### config.mk
export PLATFORM = sky130hd
export DESIGN_NAME = a10s_st_cmd_responder_flat
export DESIGN_NICKNAME = d
export VERILOG_FILES = /design/src/rtl/a10s_stream_pkg.sv /design/src/rtl/a10s_st_cmd_responder_if.sv /design/src/rtl/a10s_st_out_reg.sv /design/src/rtl/a10s_st_cmd_responder.sv /design/src/flat_wrapper.sv
export SDC_FILE = /design/constraint.sdc
export NUM_CORES = 1
export LEC_CHECK = 0
export ABC_AREA = 1
export CORE_ASPECT_RATIO = 1.2
export CORE_MARGIN = 2
export CORE_UTILIZATION = 40
export DETAILED_ROUTE_END_ITERATION = 12
export SYNTH_ARGS = -nofsm -noshare
export SYNTH_HDL_FRONTEND = slang
export SYNTH_HIERARCHICAL = 1
export SYNTH_SLANG_ARGS = --single-unit
### constraint.sdc
create_clock -name clk_100_clk -period 3.1 [get_ports clk_100_clk]
set_clock_uncertainty 0.05 [all_clocks]
set_input_delay 0.62 -clock clk_100_clk [delete_from_list [all_inputs] [get_ports clk_100_clk]]
set_output_delay 0.62 -clock clk_100_clk [all_outputs]
set_load 0.02 [all_outputs]
### src/rtl/a10s_stream_pkg.sv
// Shared definitions for the HPS stream command responder: opcodes,
// status codes, header field positions, FSM state type and a status helper.
package a10s_stream_pkg;

  localparam logic [7:0] OP_ECHO   = 8'h01;
  localparam logic [7:0] OP_INVERT = 8'h02;
  localparam logic [7:0] OP_SUM    = 8'h03;

  localparam logic [7:0] ST_OK       = 8'h00;
  localparam logic [7:0] ST_BAD_OP   = 8'h01;
  localparam logic [7:0] ST_TOO_LONG = 8'h02;

  localparam int OP_MSB   = 31;
  localparam int OP_LSB   = 24;
  localparam int DATA_W   = 32;

  typedef enum logic [2:0] {
    S_IDLE  = 3'd0,
    S_DATA  = 3'd1,
    S_ACC   = 3'd2,
    S_DRAIN = 3'd3,
    S_TRAIL = 3'd4
  } state_t;

  // An unknown opcode outranks an oversize length.
  function automatic logic [7:0] calc_status(input logic [7:0] op, input logic too_long);
    logic [7:0] st;
    case (op)
      OP_ECHO, OP_INVERT, OP_SUM: st = too_long ? ST_TOO_LONG : ST_OK;
      default:                    st = ST_BAD_OP;
    endcase
    return st;
  endfunction

endpackage

### src/rtl/a10s_st_cmd_responder_if.sv
// Avalon-ST (readyLatency 0) link: master drives data/valid, slave drives ready.
interface a10s_st_if #(parameter int DATA_W = 32) ();
  logic [DATA_W-1:0] data;
  logic              valid;
  logic              ready;

  modport master (output data, output valid, input ready);
  modport slave  (input data, input valid, output ready);
endinterface

### src/rtl/a10s_st_out_reg.sv
// One-entry Avalon-ST output register. Holds a word until the downstream
// accepts it; the caller may load only while free is high.
module a10s_st_out_reg
  import a10s_stream_pkg::*;
(
  input  logic              clk,
  input  logic              rst_n,
  input  logic              load,
  input  logic [DATA_W-1:0] load_data,
  output logic              free,
  output logic [DATA_W-1:0] src_data,
  output logic              src_valid,
  input  logic              src_ready
);

  logic [DATA_W-1:0] data_r;
  logic              valid_r;

  // Load a new word, or drop valid once the current word is taken.
  always_ff @(posedge clk) begin
    if (!rst_n) begin
      data_r  <= '0;
      valid_r <= 1'b0;
    end else if (load) begin
      data_r  <= load_data;
      valid_r <= 1'b1;
    end else if (valid_r && src_ready) begin
      valid_r <= 1'b0;
    end else begin
      valid_r <= valid_r;
    end
  end

  assign free      = !valid_r || src_ready;
  assign src_data  = data_r;
  assign src_valid = valid_r;

endmodule

### src/rtl/a10s_st_cmd_responder.sv
// Fabric-side responder: consumes command packets from the HPS->FPGA FIFO
// and emits header/payload/trailer response packets to the FPGA->HPS FIFO.
module a10s_st_cmd_responder
  import a10s_stream_pkg::*;
#(
  parameter int LEN_W   = 16,
  parameter int MAX_LEN = 1024
) (
  input  logic        clk_100_clk,
  input  logic        reset_reset_n,
  a10s_st_if.slave    snk,
  a10s_st_if.master   src,
  output logic        busy,
  output logic [15:0] pkt_count,
  output logic [7:0]  err_count
);

  state_t             state_r, state_nxt_s;
  logic [7:0]         op_r, status_r;
  logic [LEN_W-1:0]   n_r, cnt_r;
  logic [DATA_W-1:0]  sum_r;
  logic [15:0]        pkt_r;
  logic [7:0]         err_r;

  logic               free_s, load_s, snk_ready_s, accept_s, last_s;
  logic [DATA_W-1:0]  load_data_s;
  logic [7:0]         hdr_op_s, hdr_status_s;
  logic [LEN_W-1:0]   hdr_n_s;
  logic               hdr_too_long_s;
  logic [15:0]        hdr_rlen_s;
  logic [LEN_W:0]     cnt_inc_s;

  // Header decode, valid only while a header word is presented in IDLE.
  assign hdr_op_s       = snk.data[OP_MSB:OP_LSB];
  assign hdr_n_s        = snk.data[LEN_W-1:0];
  assign hdr_too_long_s = 32'(hdr_n_s) > 32'(MAX_LEN);
  assign hdr_status_s   = calc_status(hdr_op_s, hdr_too_long_s);
  assign hdr_rlen_s     = (hdr_status_s == ST_OK && hdr_op_s != OP_SUM) ? 16'(hdr_n_s) : 16'h0000;

  // One extra bit so a full 2^LEN_W-1 drain cannot wrap the compare.
  assign cnt_inc_s = {1'b0, cnt_r} + (LEN_W + 1)'(1);
  assign last_s    = (cnt_inc_s == {1'b0, n_r});

  assign accept_s  = snk.valid && snk_ready_s;
  assign snk.ready = snk_ready_s && reset_reset_n;
  assign busy      = (state_r != S_IDLE) || src.valid;
  assign pkt_count = pkt_r;
  assign err_count = err_r;

  // Next-state, sink ready and output-register load decisions.
  always_comb begin
    state_nxt_s = state_r;
    snk_ready_s = 1'b0;
    load_s      = 1'b0;
    load_data_s = 32'h0000_0000;
    case (state_r)
      S_IDLE: begin
        snk_ready_s = free_s;
        if (snk.valid && free_s) begin
          load_s      = 1'b1;
          load_data_s = {hdr_op_s, hdr_status_s, hdr_rlen_s};
          if (hdr_n_s == '0) begin
            state_nxt_s = S_TRAIL;
          end else if (hdr_status_s != ST_OK) begin
            state_nxt_s = S_DRAIN;
          end else if (hdr_op_s == OP_SUM) begin
            state_nxt_s = S_ACC;
          end else begin
            state_nxt_s = S_DATA;
          end
        end else begin
          state_nxt_s = S_IDLE;
        end
      end
      S_DATA: begin
        snk_ready_s = free_s;
        if (snk.valid && free_s) begin
          load_s      = 1'b1;
          load_data_s = (op_r == OP_INVERT) ? ~snk.data : snk.data;
          state_nxt_s = last_s ? S_TRAIL : S_DATA;
        end else begin
          state_nxt_s = S_DATA;
        end
      end
      S_ACC, S_DRAIN: begin
        snk_ready_s = 1'b1;
        if (snk.valid && last_s) begin
          state_nxt_s = S_TRAIL;
        end else begin
          state_nxt_s = state_r;
        end
      end
      S_TRAIL: begin
        if (free_s) begin
          load_s      = 1'b1;
          load_data_s = (status_r == ST_OK) ? sum_r : 32'h0000_0000;
          state_nxt_s = S_IDLE;
        end else begin
          state_nxt_s = S_TRAIL;
        end
      end
      default: begin
        state_nxt_s = S_IDLE;
      end
    endcase
  end

  // State, packet context, word counter, checksum and statistics.
  always_ff @(posedge clk_100_clk) begin
    if (!reset_reset_n) begin
      state_r  <= S_IDLE;
      op_r     <= 8'h00;
      status_r <= 8'h00;
      n_r      <= '0;
      cnt_r    <= '0;
      sum_r    <= 32'h0000_0000;
      pkt_r    <= 16'h0000;
      err_r    <= 8'h00;
    end else begin
      state_r <= state_nxt_s;
      case (state_r)
        S_IDLE: begin
          if (accept_s) begin
            op_r     <= hdr_op_s;
            status_r <= hdr_status_s;
            n_r      <= hdr_n_s;
            cnt_r    <= '0;
            sum_r    <= 32'h0000_0000;
          end
        end
        S_DATA, S_ACC: begin
          if (accept_s) begin
            sum_r <= sum_r + snk.data;
            cnt_r <= cnt_r + LEN_W'(1);
          end
        end
        S_DRAIN: begin
          if (accept_s) begin
            cnt_r <= cnt_r + LEN_W'(1);
          end
        end
        S_TRAIL: begin
          if (load_s) begin
            pkt_r <= pkt_r + 16'h0001;
            if (status_r != ST_OK && err_r != 8'hFF) begin
              err_r <= err_r + 8'h01;
            end
          end
        end
        default: begin
          cnt_r <= cnt_r;
        end
      endcase
    end
  end

  a10s_st_out_reg u_out_reg (
    .clk       (clk_100_clk),
    .rst_n     (reset_reset_n),
    .load      (load_s),
    .load_data (load_data_s),
    .free      (free_s),
    .src_data  (src.data),
    .src_valid (src.valid),
    .src_ready (src.ready)
  );

endmodule

### src/flat_wrapper.sv
// flat-port wrapper written by rule: the top's interface ports become plain ports
module a10s_st_cmd_responder_flat import a10s_stream_pkg::*;
#(
  parameter int LEN_W   = 16,
  parameter int MAX_LEN = 1024
)
  (clk_100_clk, reset_reset_n, busy, pkt_count, err_count, snk_data, snk_valid, snk_ready, src_data, src_valid, src_ready);
  a10s_st_if snk_i ();
  a10s_st_if src_i ();
  input  logic clk_100_clk;
  input  logic reset_reset_n;
  output logic busy;
  output logic [15:0] pkt_count;
  output logic [7:0] err_count;
  input wire logic [$bits(snk_i.data)-1:0] snk_data;
  input wire logic [$bits(snk_i.valid)-1:0] snk_valid;
  output wire logic [$bits(snk_i.ready)-1:0] snk_ready;
  output wire logic [$bits(src_i.data)-1:0] src_data;
  output wire logic [$bits(src_i.valid)-1:0] src_valid;
  input wire logic [$bits(src_i.ready)-1:0] src_ready;
  assign snk_i.data = snk_data;
  assign snk_i.valid = snk_valid;
  assign snk_ready = snk_i.ready;
  assign src_data = src_i.data;
  assign src_valid = src_i.valid;
  assign src_i.ready = src_ready;
  a10s_st_cmd_responder #(.LEN_W(LEN_W), .MAX_LEN(MAX_LEN)) u_core (.clk_100_clk(clk_100_clk), .reset_reset_n(reset_reset_n), .snk(snk_i), .src(src_i), .busy(busy), .pkt_count(pkt_count), .err_count(err_count));
endmodule
==> out/metrics.yaml <==
synth_warnings: 6
num_rows: 58
drive_gt1_share_pct: 8.45
io_buffers: 94
instances_no_fill: 1737
die_area_mm2: 0.0223
path_class: "in -> out"
gp_congestion: 0.921
r2r_slack_ns: 0.67
dp_cells: 1705
r2r_start: "u_core/op_r[2]"
first_global_vias: 8330
async_flop_share_pct: 0
r2r_cells: 9
grt-ovfl-total: 0
cp-endpoint: "snk_ready"
fill_cells: 2142
die_x_um: 137
leakage_nw: 4.45
post_cts_buffers: 0
ys_ff_latch: 134
clk_pin_slew_worst_paths_ns: 0.06
end_kind: "output pin"
rsz0062_at_grt: "false"
grt_max_degree: 77
fmax_ghz: 0.351
fin_crit_ns: 2.85
setup_viol: 0
cts_buffers: 17
syn_inst: 1334
ys.flop_type: "dfxtp_1"
drtPass1Iterations: 5
hold_violations: 0
critical_path_required_ns: 2.43
die_h_um: 163
numClockSinks: 134
critPathArrivalTime_ns: 2.18
slowest_delay_ns: 0.62
path_cells: "clkdlybuf4s50_1 -> inv_1 -> nand2_1 -> o21ai_0 -> nor2_1 -> clkdlybuf4s50_1"
nets: 1525
maxCapViolations: 0
drv_slew: 0
routed_via_density: 5.17
wl_per_cell_um: 15.2
antenna_left: 0
dp_hpwl_mm: 19.7
initial_utilization_pct: 40.6
ctsRootBufferMaster: "clkbuf_16"
slew_headroom_pct: 50.1
hp-class: "reg -> reg"
antenna_found_initial: 0
post_cts_resized: 0
post-route-drc-count: 0
slowest_stage: "clkdlybuf4s50_1"
final.period_utilization_pct: 91.9
fp.coreArea_mm2: 0.0208
cts_tree: "built"
syn_area_per_cell_um2: 6.34
finalPower_mw: 6.19
diodes: 0
status: "completed"
grt_usage_pct: 24.1
cpMostUsedCell: "clkdlybuf4s50_1"
routed_wl_mm: 26.5
grt_pass1_wl_mm: 42.2
ios: 95
clk_path_buf_depth: 2
postCtsHoldBufs: 0
peakVddDrop_v: 0.000422
clkLatencyLatePin_ns: 0.43
netlist_area_mm2: 0.00845
path_max_fanout: 4
holdWs_ns: 0.415
power_density_mw_per_mm2: 589
synth_edf_count: 0
fin_setup_tns_ns: 0
place_ws_ns: -0.0400
drt_iter0_markers: 537
syn_nets: 1405
setup_slack_ns: 0.252
h-tree-depth: 4
area_growth_pct: 24.4
synth.distinct_cells: 48
ys_seq_area_share_pct: 31.7
tightest_slew_ns: 0.748
critPathLaunch: "src_ready"
num_vias: 8987
critPathLaunchType: "input pin"
r2r_end: "u_core/u_out_reg/src_data[10]"
==> layout make-up <==
cell class / instances / area (um2) / area share [%]
Inverter: 155 / 582 / 5.53
Tap cell: 270 / 338 / 3.21
Clock inverter: 13 / 173 / 1.64
Timing Repair Buffer: 139 / 1310 / 12.5
Sequential cell: 134 / 2680 / 25.5
Multi-Input combinational cell: 1007 / 5000 / 47.5
Clock buffer: 19 / 433 / 4.12
==> flip-flops by register name (all words and copies together) (netlist names), 3 cells and up <==
signal,cells
u_core/pkt_count,16
u_core/err_count,8
u_core/op_r,8
u_core/state_r,3
u_core/cnt_r,16
u_core/sum_r,32
u_core/n_r,16
u_core/u_out_reg/src_data,32
==> worst min-delay path by stage <==
| stage | start | to | cells after the start |
|---|---|---|---|
| after floorplan | u_core/n_r[11] | u_core/n_r[11] | 2 |
| after global placement | u_core/pkt_count[15] | u_core/pkt_count[15] | 1 |
| after detailed placement | u_core/pkt_count[15] | u_core/pkt_count[15] | 1 |
| after CTS | u_core/pkt_count[15] | u_core/pkt_count[15] | 1 |
| after global routing | u_core/pkt_count[15] | u_core/pkt_count[15] | 1 |
| final | u_core/pkt_count[15] | u_core/pkt_count[15] | 1 |
==> Yosys cell counts (4+ instances only) <==
cell type    n  area [um2]
nor2_2       9        56.3
buf_6        4        45.0
nor4_1      10        62.6
nand4_1     14        87.6
nor2_1     167         627
o21bai_1     4        30.0
o211ai_1     4        30.0
clkbuf_1    20        75.1
nor2_4       8        90.1
or2_2        8        50.1
nand2_1    293        1100
nand2_2      6        37.5
inv_1      146         548
ha_1        34         425
nor3_1      17        85.1
buf_2        8        40.0
o21ai_0    141         706
a21oi_1    162         811
dfxtp_1    134        2680
inv_2        8        30.0
a21o_1       6        45.0
o21ai_1     11        55.1
nand3_1     80         400
==> routing by layer <==
metal / up-vias / global-route usage (%) / wire [um]
met4: 0 / 7.86 / 593
li1: 4665 / - / -
met3: 40 / 3.91 / 1110
met1: 4070 / 30.2 / 11800
met5: - / 0 / 0
met2: 212 / 41.7 / 12900
==> through the flow <==
step | utilization (%) | instance area (um2)
2_1_floorplan | - | 8450
6_report | 50.5 | 10500
4_1_cts | 50.5 | 10500
5_1_grt | 50.5 | 10500
3_5_place_dp | 47.6 | 9910
3_3_place_gp | 47.6 | 9910
==> logic make-up (layout without fill, tap and decap cells) <==
family,count (synthesis),in the layout,share of synthesized area [%]
adders and majority gates,35,35,5.27
DFF,134,134,31.7
xor gates and xnor gates,4,4,0.503
and+or+nand+nor,621,621,31.7
buffers and inverters,193,326,9.22
AOI/OAI and AO/OA,347,347,21.6
==> layout by cell type (no fill, tap or decap), drive strengths merged, types with 6 or more instances in the layout <==
master	n
inv	157
nor3	17
a21o	6
a21oi	163
buf	46
clkdlybuf4s50	93
clkinv	7
clkbuf	19
dfxtp	134
or2	9
nand2	300
nand4	15
nand3	80
ha	34
nor2	184
nor4	10
o21ai	153
==> power breakdown <==
part | leakage, nW | switching [mW] | total [mW] | internal [mW]
Sequential | 1.09 | 0.150 | 2.10 | 1.95
Clock | 0.292 | 0.832 | 2.11 | 1.28
Combinational | 3.06 | 1.24 | 1.99 | 0.740
Total | 4.45 | 2.23 | 6.19 | 3.97
==> critical path, delay by kind of cell <==
family | cells | cell delay [ns]
compound gates | 1 | 0.14
simple gates | 2 | 0.32
buf+inv | 3 | 1.10
Note: power is estimated with default switching activity, not from simulation.
